## config.mk

```make
export PLATFORM = sky130hd
export DESIGN_NAME = adc_spi_reader_flat
export DESIGN_NICKNAME = d
export VERILOG_FILES = /design/src/rtl/adc_pkg.sv /design/src/rtl/adc_spi_reader_if.sv /design/src/rtl/adc_sck_gen.sv /design/src/rtl/adc_spi_reader.sv /design/src/flat_wrapper.sv
export SDC_FILE = /design/constraint.sdc
export NUM_CORES = 1
export LEC_CHECK = 0
export BUFFER_PORTS_ARGS = -buffer_cell sky130_fd_sc_hd__buf_2
export CAP_MARGIN = 5
export CORE_ASPECT_RATIO = 0.8
export CORE_MARGIN = 2
export CORE_UTILIZATION = 40
export CTS_CLUSTER_SIZE = 20
export DETAILED_ROUTE_END_ITERATION = 12
export PLACE_DENSITY_LB_ADDON = 0.12
export SLEW_MARGIN = 20
export SYNTH_ARGS = -nofsm -noshare
export SYNTH_HDL_FRONTEND = slang
export SYNTH_HIERARCHICAL = 1
export SYNTH_SLANG_ARGS = --single-unit
```

## constraint.sdc

```tcl
create_clock -name clk -period 5 [get_ports clk]
set_clock_uncertainty 0.15 [all_clocks]
set_input_delay 0.75 -clock clk [delete_from_list [all_inputs] [get_ports clk]]
set_output_delay 0.75 -clock clk [all_outputs]
set_load 0.05 [all_outputs]
```

## src/rtl/adc_pkg.sv

```systemverilog
// Shared types and constants for the LTC2308-style SPI ADC reader.
// Frame FSM states, config word and SDI bit selection.
package adc_pkg;

  localparam int ADC_BITS = 12;
  localparam logic [5:0] CFG_WORD = 6'b100010;

  typedef enum logic [1:0] {
    IDLE,
    CONV,
    SHIFT,
    DONE
  } state_t;

  typedef logic [4:0] bit_cnt_t;

  // Config bit for SCK period k: cfg MSB first, zeros once exhausted.
  function automatic logic cfg_bit(
    input logic [5:0] cfg,
    input bit_cnt_t   k
  );
    logic [31:0] seq;
    seq = {cfg, 26'b0} << k;
    return seq[31];
  endfunction

endpackage

```

## src/rtl/adc_spi_reader_if.sv

```systemverilog
// SPI pin bundle between the reader (master) and the ADC (slave).
// Signal names follow the ADC pin roles seen from the reader.
interface adc_spi_reader_if;
  logic o_adc_convst;
  logic o_adc_sck;
  logic o_adc_sdi;
  logic i_adc_sdo;

  modport master (
    output o_adc_convst,
    output o_adc_sck,
    output o_adc_sdi,
    input  i_adc_sdo
  );

  modport slave (
    input  o_adc_convst,
    input  o_adc_sck,
    input  o_adc_sdi,
    output i_adc_sdo
  );
endinterface

```

## src/rtl/adc_sck_gen.sv

```systemverilog
// SCK generator: clk_div-cycle low/high phases, rise/fall strobes.
// Strobes mark the clk whose closing edge flips the registered SCK.
module adc_sck_gen
  import adc_pkg::*;
#(
  parameter int clk_div = 2,
  parameter int nbits   = ADC_BITS
) (
  input  logic     clk,
  input  logic     rst,
  input  logic     en,
  output logic     sck,
  output logic     rise,
  output logic     fall,
  output logic     last,
  output bit_cnt_t bit_cnt
);

  localparam int DW = (clk_div > 1) ? $clog2(clk_div) : 1;
  localparam logic [DW-1:0] DIV_MAX = DW'(clk_div - 1);
  localparam bit_cnt_t LAST_BIT = bit_cnt_t'(nbits - 1);

  logic [DW-1:0] div;
  logic          wrap;

  assign wrap = en && (div == DIV_MAX);
  assign rise = wrap && !sck;
  assign fall = wrap && sck;
  assign last = fall && (bit_cnt == LAST_BIT);

  // Phase divider, SCK flop and completed-period counter.
  always_ff @(posedge clk or posedge rst) begin
    if (rst) begin
      div     <= '0;
      sck     <= 1'b0;
      bit_cnt <= '0;
    end else if (!en) begin
      div     <= '0;
      sck     <= 1'b0;
      bit_cnt <= '0;
    end else begin
      div <= wrap ? '0 : div + 1'b1;
      if (wrap) sck <= ~sck;
      if (fall) bit_cnt <= bit_cnt + 1'b1;
    end
  end

endmodule

```

## src/rtl/adc_spi_reader.sv

```systemverilog
// ADC capture stage: periodic CONVST, 12-bit SPI read, offset binary
// to two's complement, one o_sample/o_valid strobe per frame.
module adc_spi_reader
  import adc_pkg::*;
#(
  parameter int         bits_per_level = ADC_BITS,
  parameter int         clk_div        = 2,
  parameter int         conv_cycles    = 80,
  parameter int         sample_period  = 1042,
  parameter logic [5:0] cfg_word       = CFG_WORD
) (
  input  logic                      clk,
  input  logic                      rst,
  input  logic                      i_enable,
  adc_spi_reader_if.master          adc,
  output logic [bits_per_level-1:0] o_sample,
  output logic                      o_valid,
  output logic                      o_busy
);

  localparam int MIN_PERIOD =
    conv_cycles + 2 * bits_per_level * clk_div + 3;

  generate
    if (sample_period < MIN_PERIOD) begin : g_period_check
      $error("adc_spi_reader: sample_period=%0d < conv_cycles + 24*clk_div + 3 = %0d",
             sample_period, MIN_PERIOD);
    end
  endgenerate

  localparam int PW = $clog2(sample_period);
  localparam logic [PW-1:0] P_MAX = PW'(sample_period - 1);
  localparam int CW = (conv_cycles > 1) ? $clog2(conv_cycles) : 1;
  localparam logic [CW-1:0] C_MAX = CW'(conv_cycles - 1);
  localparam int MSB = bits_per_level - 1;

  state_t                state;
  logic [PW-1:0]         period_cnt;
  logic [CW-1:0]         conv_cnt;
  logic [bits_per_level-1:0] sh;
  logic                  tick;
  logic                  shift_en;
  logic                  rise;
  logic                  fall;
  logic                  last;
  bit_cnt_t              bit_cnt;

  assign tick     = (period_cnt == '0) && i_enable && (state == IDLE);
  assign shift_en = (state == SHIFT);

  adc_sck_gen #(
    .clk_div (clk_div),
    .nbits   (bits_per_level)
  ) u_sck (
    .clk     (clk),
    .rst     (rst),
    .en      (shift_en),
    .sck     (adc.o_adc_sck),
    .rise    (rise),
    .fall    (fall),
    .last    (last),
    .bit_cnt (bit_cnt)
  );

  // Frame-rate counter; parked at 0 while disabled.
  always_ff @(posedge clk or posedge rst) begin
    if (rst) begin
      period_cnt <= '0;
    end else if (!i_enable || period_cnt == P_MAX) begin
      period_cnt <= '0;
    end else begin
      period_cnt <= period_cnt + 1'b1;
    end
  end

  // Frame FSM with registered CONVST, SDI, sample and strobes.
  always_ff @(posedge clk or posedge rst) begin
    if (rst) begin
      state            <= IDLE;
      conv_cnt         <= '0;
      sh               <= '0;
      o_sample         <= '0;
      o_valid          <= 1'b0;
      o_busy           <= 1'b0;
      adc.o_adc_convst <= 1'b0;
      adc.o_adc_sdi    <= 1'b0;
    end else begin
      o_valid <= 1'b0;
      unique case (state)
        IDLE: begin
          if (tick) begin
            state            <= CONV;
            conv_cnt         <= '0;
            o_busy           <= 1'b1;
            adc.o_adc_convst <= 1'b1;
          end
        end
        CONV: begin
          if (conv_cnt == C_MAX) begin
            state            <= SHIFT;
            adc.o_adc_convst <= 1'b0;
            adc.o_adc_sdi    <= cfg_bit(cfg_word, '0);
          end else begin
            conv_cnt <= conv_cnt + 1'b1;
          end
        end
        SHIFT: begin
          if (rise) sh <= {sh[MSB-1:0], adc.i_adc_sdo};
          if (fall) adc.o_adc_sdi <= cfg_bit(cfg_word, bit_cnt + 1'b1);
          if (last) begin
            state         <= DONE;
            o_valid       <= 1'b1;
            o_sample      <= {~sh[MSB], sh[MSB-1:0]};
            adc.o_adc_sdi <= 1'b0;
          end
        end
        DONE: begin
          state  <= IDLE;
          o_busy <= 1'b0;
        end
        default: state <= IDLE;
      endcase
    end
  end

endmodule

```

## src/flat_wrapper.sv

```systemverilog
// flat-port wrapper written by rule: the top's interface ports become plain ports
module adc_spi_reader_flat import adc_pkg::*;
#(
  parameter int         bits_per_level = ADC_BITS,
  parameter int         clk_div        = 2,
  parameter int         conv_cycles    = 80,
  parameter int         sample_period  = 1042,
  parameter logic [5:0] cfg_word       = CFG_WORD
)
  (clk, rst, i_enable, o_sample, o_valid, o_busy, adc_o_adc_convst, adc_o_adc_sck, adc_o_adc_sdi, adc_i_adc_sdo);
  adc_spi_reader_if adc_i ();
  input  logic clk;
  input  logic rst;
  input  logic i_enable;
  output logic [bits_per_level-1:0] o_sample;
  output logic o_valid;
  output logic o_busy;
  output wire logic [$bits(adc_i.o_adc_convst)-1:0] adc_o_adc_convst;
  output wire logic [$bits(adc_i.o_adc_sck)-1:0] adc_o_adc_sck;
  output wire logic [$bits(adc_i.o_adc_sdi)-1:0] adc_o_adc_sdi;
  input wire logic [$bits(adc_i.i_adc_sdo)-1:0] adc_i_adc_sdo;
  assign adc_o_adc_convst = adc_i.o_adc_convst;
  assign adc_o_adc_sck = adc_i.o_adc_sck;
  assign adc_o_adc_sdi = adc_i.o_adc_sdi;
  assign adc_i.i_adc_sdo = adc_i_adc_sdo;
  adc_spi_reader #(.bits_per_level(bits_per_level), .clk_div(clk_div), .conv_cycles(conv_cycles), .sample_period(sample_period), .cfg_word(cfg_word)) u_core (.clk(clk), .rst(rst), .i_enable(i_enable), .adc(adc_i), .o_sample(o_sample), .o_valid(o_valid), .o_busy(o_busy));
endmodule
```

Word-level counts from Yosys, hierarchy flattened. Cells that the tools add are included.

Add/sub/neg operators: 4. Eq/ne operators: 13. Shift-type cells: 1. Muxes and demuxes: 24. Bitwise gates (word level): 2. Reductions and logical operators: 21.

Operator list (count): $shl 32x5->32 const A (1); $mux 7 (2); $pmux 7 s2 (1); $reduce_and 3->1 (4); $add 11x1->11 const B (1); $eq 11x11->1 const B (1); $logic_not 11->1 (1); $mux 1 (11); $mux 11 (1); $mux 5 (2); $ne 2x1->1 const B (5); $pmux 2 s4 (1); $add 7x1->7 const B (1); $eq 7x7->1 const B (1); $logic_and 1x1->1 (6); $mux 2 (3); $pmux 1 s2 (3); $reduce_and 2->1 (3); $reduce_bool 2->1 (3); $add 5x1->5 const B (1); $eq 5x4->1 const B (1); $eq 2x2->1 const B (2); $ne 3x1->1 const B (1); $eq 2x1->1 const B (1); 6 further kinds (8).

Bits in registers: 55. Bits of input ports: 4. Output and inout port bits: 17. Word-level logic and storage cells: 77.

Depth between registers and ports, before layout.
Depth in word-level cells: 6. Gate-level depth with buffers: 9. Gate-level depth less buffers: 8.

Hierarchy. Netlist, hierarchy kept.

Modules (own cells, without submodules): adc_spi_reader (instances 1, cells each 199, area each 2298.5 um^2); adc_sck_gen (instances 1, cells each 33, area each 337.8 um^2).

Least setup slack after synthesis. No wires, ideal clock.

Path kind: register -> register. Start point: register u_core.state[0]. End point: register u_core.state[1]. Data arrival time: 2.199 ns. Required time: 4.725 ns. Path slack: 2.526 ns. Cell stages (with the launch flop): 9. Path buffers: 1. Clock period less this slack: 2.474 ns. Cell sequence: dfrtp_1 > inv_1 > ha_1 > buf_4 > nand4_1 > nor4b_1 > inv_1 > a221oi_2 > mux2_2.

Longest elaborated chain between the ends: 6. Elaborated cells between the ends (all ways): 13. Those cells by class: eq/ne: 6; mux: 1; reduce/logical: 6.

RTL lines: from (decl) (RTL line adc_spi_reader.sv:37) `state_t state;`; from (signal assigned) (RTL line adc_spi_reader.sv:79) `state <= IDLE;`; from (signal assigned) (RTL line adc_spi_reader.sv:92) `state <= CONV;`; from (signal assigned) (RTL line adc_spi_reader.sv:100) `state <= SHIFT;`; $eq 2x2->1 (RTL line adc_spi_reader.sv:49) `assign shift_en = (state == SHIFT);`; net u_core.shift_en (RTL line adc_spi_reader.sv:42) `logic shift_en;`; $logic_and 1x1->1 (RTL line adc_sck_gen.sv:26) `assign wrap = en && (div == DIV_MAX);`; $logic_and 1x1->1 (RTL line adc_sck_gen.sv:28) `assign fall = wrap && sck;`; $logic_and 1x1->1 (RTL line adc_sck_gen.sv:29) `assign last = fall && (bit_cnt == LAST_BIT);`; net u_core.last (RTL line adc_spi_reader.sv:45) `logic last;`; $ne 2x1->1 (no source line); $reduce_and 3->1 (no source line).

The timed path passes the listed nets, and every way through them passes these cells. A chain may end at the register's enable or synchronous reset.

Worst setup path in the final report.
Start point: register u_core.state[0]. End point: register u_core.o_sample[2].

Longest elaborated chain between the ends: 5.

RTL lines: $eq 2x2->1 (RTL line adc_spi_reader.sv:49); net u_core.shift_en (RTL line adc_spi_reader.sv:42); $logic_and 1x1->1 (RTL line adc_sck_gen.sv:26); $logic_and 1x1->1 (RTL line adc_sck_gen.sv:28); $logic_and 1x1->1 (RTL line adc_sck_gen.sv:29); net u_core.last (RTL line adc_spi_reader.sv:45); $reduce_and 2->1 (no source line); to (signal assigned) (RTL line adc_spi_reader.sv:113) `o_sample <= {~sh[MSB], sh[MSB-1:0]};`; to (decl) (RTL line adc_spi_reader.sv:16) `output logic [bits_per_level-1:0] o_sample,`.

The timed path passes the listed nets, and every way through them passes these cells.

==> reports/metrics.yaml <==
outcome:
  status: "finished, final reports clean"
sta:
  fin_tns_setup_ns: 0
  hold_viol_final: 0
  slew_viol_final: 0
  finalCritPeriodShare: 0.583
  finalWorstSetupSlack_ns: 2.09
  maxClockFrequency_mhz: 343
  whs_ns: 0.234
  maxSlewHeadroom: 0.440
  worst_slew_pin_slew_ns: 0.839
  rsz0062_at_grt: "false"
  setup_viol: 0
  period_needed_ns: 2.91
setup_path:
  endpoint_kind: "flop"
  rrSetupSlack_ns: 2.09
  startpoint_type: "flop"
  path_class: "flop to flop"
  slowest_delay_ns: 0.57
  reg2reg_depth: 6
  crit_required_ns: 5.04
  cp.arrival_ns: 2.95
  worst-path-max-fanout: 16
  slowest_stage: "nor4b_1"
  path_cells: "inv_1, ha_1, nand4_1, nor4b_1, nand2_1, mux2_2"
clocking:
  cts.htree.levels: 2
  clk_pin_slew_worst_paths_ns: 0.09
  cts_resized: 0
  clock-root-buffer: "clkbuf_8"
  cts_made_buffers: 5
  cts_tree: "yes"
  ctsHoldBuffers: 0
  cts_buffer_depth: 2
  clock_sinks: 55
  clk_latency_ns: 0.30
  cts_setup_buffers: 0
route:
  routed_wl_um: 4440
  firstDrtPassIters: 4
  remaining_drc_errors: 0
  vias: 1690
  vias_per_cell: 5.03
  drtAntennaViolNets: 0
  drt_iter0_drc: 52
  wl_per_cell_um: 13.2
logic_synthesis:
  netlist_area_mm2: 0.00264
  synth_edf_count: 0
  synth_fp_nets: 245
  postSynthAreaPerCell_um2: 11.4
  synth_top_cell_by_area: "dfrtp_1"
  synth_cells: 232
  synth_cell_types: 39
  postSynth.asyncResetShare: 1.00
  ys.flop_type: "dfrtp_1"
  ys_ff_latch: 55
  yosysTopAreaCellShare: 0.522
  yosys_warnings: 6
  ys_seq_area_frac: 0.522
  synth_area_leaders: "dfrtp_1, mux2_2, ha_1, nand2_1, nor2_1"
pwr:
  total_power_mw: 1.14
  power_switching_mw: 0.366
  p_leak_nw: 1.44
  intPower_mw: 0.777
  clkPwrFrac: 0.262
  p_sw_frac: 0.320
  p_per_area_mw_per_mm2: 391
  seq_power_share: 0.472
  irDropWorstVdd_mv: 0.168
  combPwrFrac: 0.266
grt:
  grt_pass1_vias: 1602
  overflow: 0
  grt_max_degree: 49
  grt_first_pass_wirelength_um: 7830
  grt.total_usage: 0.136
  antenna_found_initial: 0
floorplanning:
  io-pin-count: 21
  start_util: 0.413
  die_x_um: 94.8
  die_h_um: 76.6
  std_cell_rows: 26
  core_area_mm2: 0.00638
  die-area_mm2: 0.00726
final_layout:
  syn2layout_area_growth_pct: 10.8
  drive_gt1_frac: 0.242
  diodes: 0
  final_nets: 264
  fin_area_mm2: 0.00292
worst_hold_path:
  hold_path.class: "input pin to async pin"
placed_design:
  dp_slack_ns: 2.07
  place_area_mm2: 0.00280
  place_hpwl_um: 3050
  port_buffers: 20
  gp_congestion: 0.725
run:
  max-cap-violations: 0
[layer usage]
metal  routed length, µm  global-route usage  up-vias
li1                    -                   -      850
met1                2400               0.211      817
met2                1870               0.188       19
met3                 133              0.0356        4
met4                  36              0.0348        0
met5                   0                   0        -
[kinds of logic after synthesis]
family,Yosys count,share of synthesized area
simple gates,84,0.183
fa+ha+maj,9,0.0427
mux,28,0.118
xor+xnor,11,0.0365
buf+inv,22,0.0361
compound gates,23,0.0612
flops,55,0.522
[registers in the layout, indices dropped and copies added (netlist names)]
| signal | cells |
|---|---|
| u_core/o_sample | 12 |
| u_core/state | 2 |
| u_core/o_busy | 1 |
| u_core/u_sck/bit_cnt | 5 |
| u_core/u_sck/div | 1 |
| u_core/u_sck/sck | 1 |
| u_core/period_cnt | 11 |
| u_core/o_valid | 1 |
| u_core/sh | 12 |
| u_core/adc.o_adc_sdi | 1 |
| u_core/adc.o_adc_convst | 1 |
| u_core/conv_cnt | 7 |
[cell usage in the layout (no fill, tap or decap), drive strengths merged, types with 3 or more instances in the layout]
master	instances
and3	5
ha	9
nand3	9
xnor2	5
nor4bb	3
mux2	25
inv	12
nand2	20
dfrtp	55
nand4	8
nor4b	3
buf	21
a21oi	3
mux2i	3
nor3	4
a211o	3
o21ai	9
xor2	6
nor2	19
clkbuf	6
[metrics by stage]
stage	util	instances
final	0.458	336
after global routing	0.458	336
after CTS	0.458	336
after detailed placement	0.440	328
after global placement	0.440	328
after floorplan	-	232
[synthesized netlist by cell type, types with 2 or more instances]
cell type  instances
dfrtp_1           55
mux2_2            25
nand2_1           20
nor2_1            19
inv_1             13
ha_1               9
nand3_1            9
nand4_1            8
o21ai_0            8
xor2_1             6
and3_1             5
clkbuf_1           5
xnor2_1            5
nor3_1             4
a211o_1            3
a21oi_1            3
buf_4              3
mux2i_1            3
and2_1             2
and4_1             2
nand2b_1           2
nor2b_1            2
nor3b_1            2
nor4b_2            2
nor4bb_1           2
o31ai_1            2
[worst paths after layout]
kind                            startpoint                       to
max                        u_core/state[0]       u_core/o_sample[2]
min                                    rst  u_core/u_sck/bit_cnt[4]
max reg2reg                u_core/state[0]       u_core/o_sample[2]
min reg2reg                  u_core/sh[11]      u_core/o_sample[11]
max in group asynchronous              rst  u_core/adc.o_adc_convst
min in group clk             u_core/sh[11]      u_core/o_sample[11]
[layout make-up]
class	count	area (µm²)
repair buffers	21	108
multi-input cells	155	1160
clock inverters	2	35.0
fillers	630	3450
well taps	84	105
inverters	13	50.0
clock buffers	6	82.6
flip-flops and latches	55	1380
[power by group through the flow]
stage	clock network [mW]	registers, mW	logic, mW
2_1_floorplan	0	0.571	0.225
3_5_place_dp	0	0.549	0.308
6_report	0.300	0.539	0.304
4_1_cts	0.313	0.539	0.310
3_3_place_gp	0	0.547	0.307
5_1_grt	0.335	0.548	0.345
[critical path: cells and delay by family (launching register included)]
family | cells | cell delay (ns)
and+or+nand+nor | 3 | 1.28
adders and majority gates | 1 | 0.46
DFF | 1 | 0.42
muxes | 1 | 0.41
buffers and inverters | 1 | 0.09
Power figures use the tool's default switching activity.
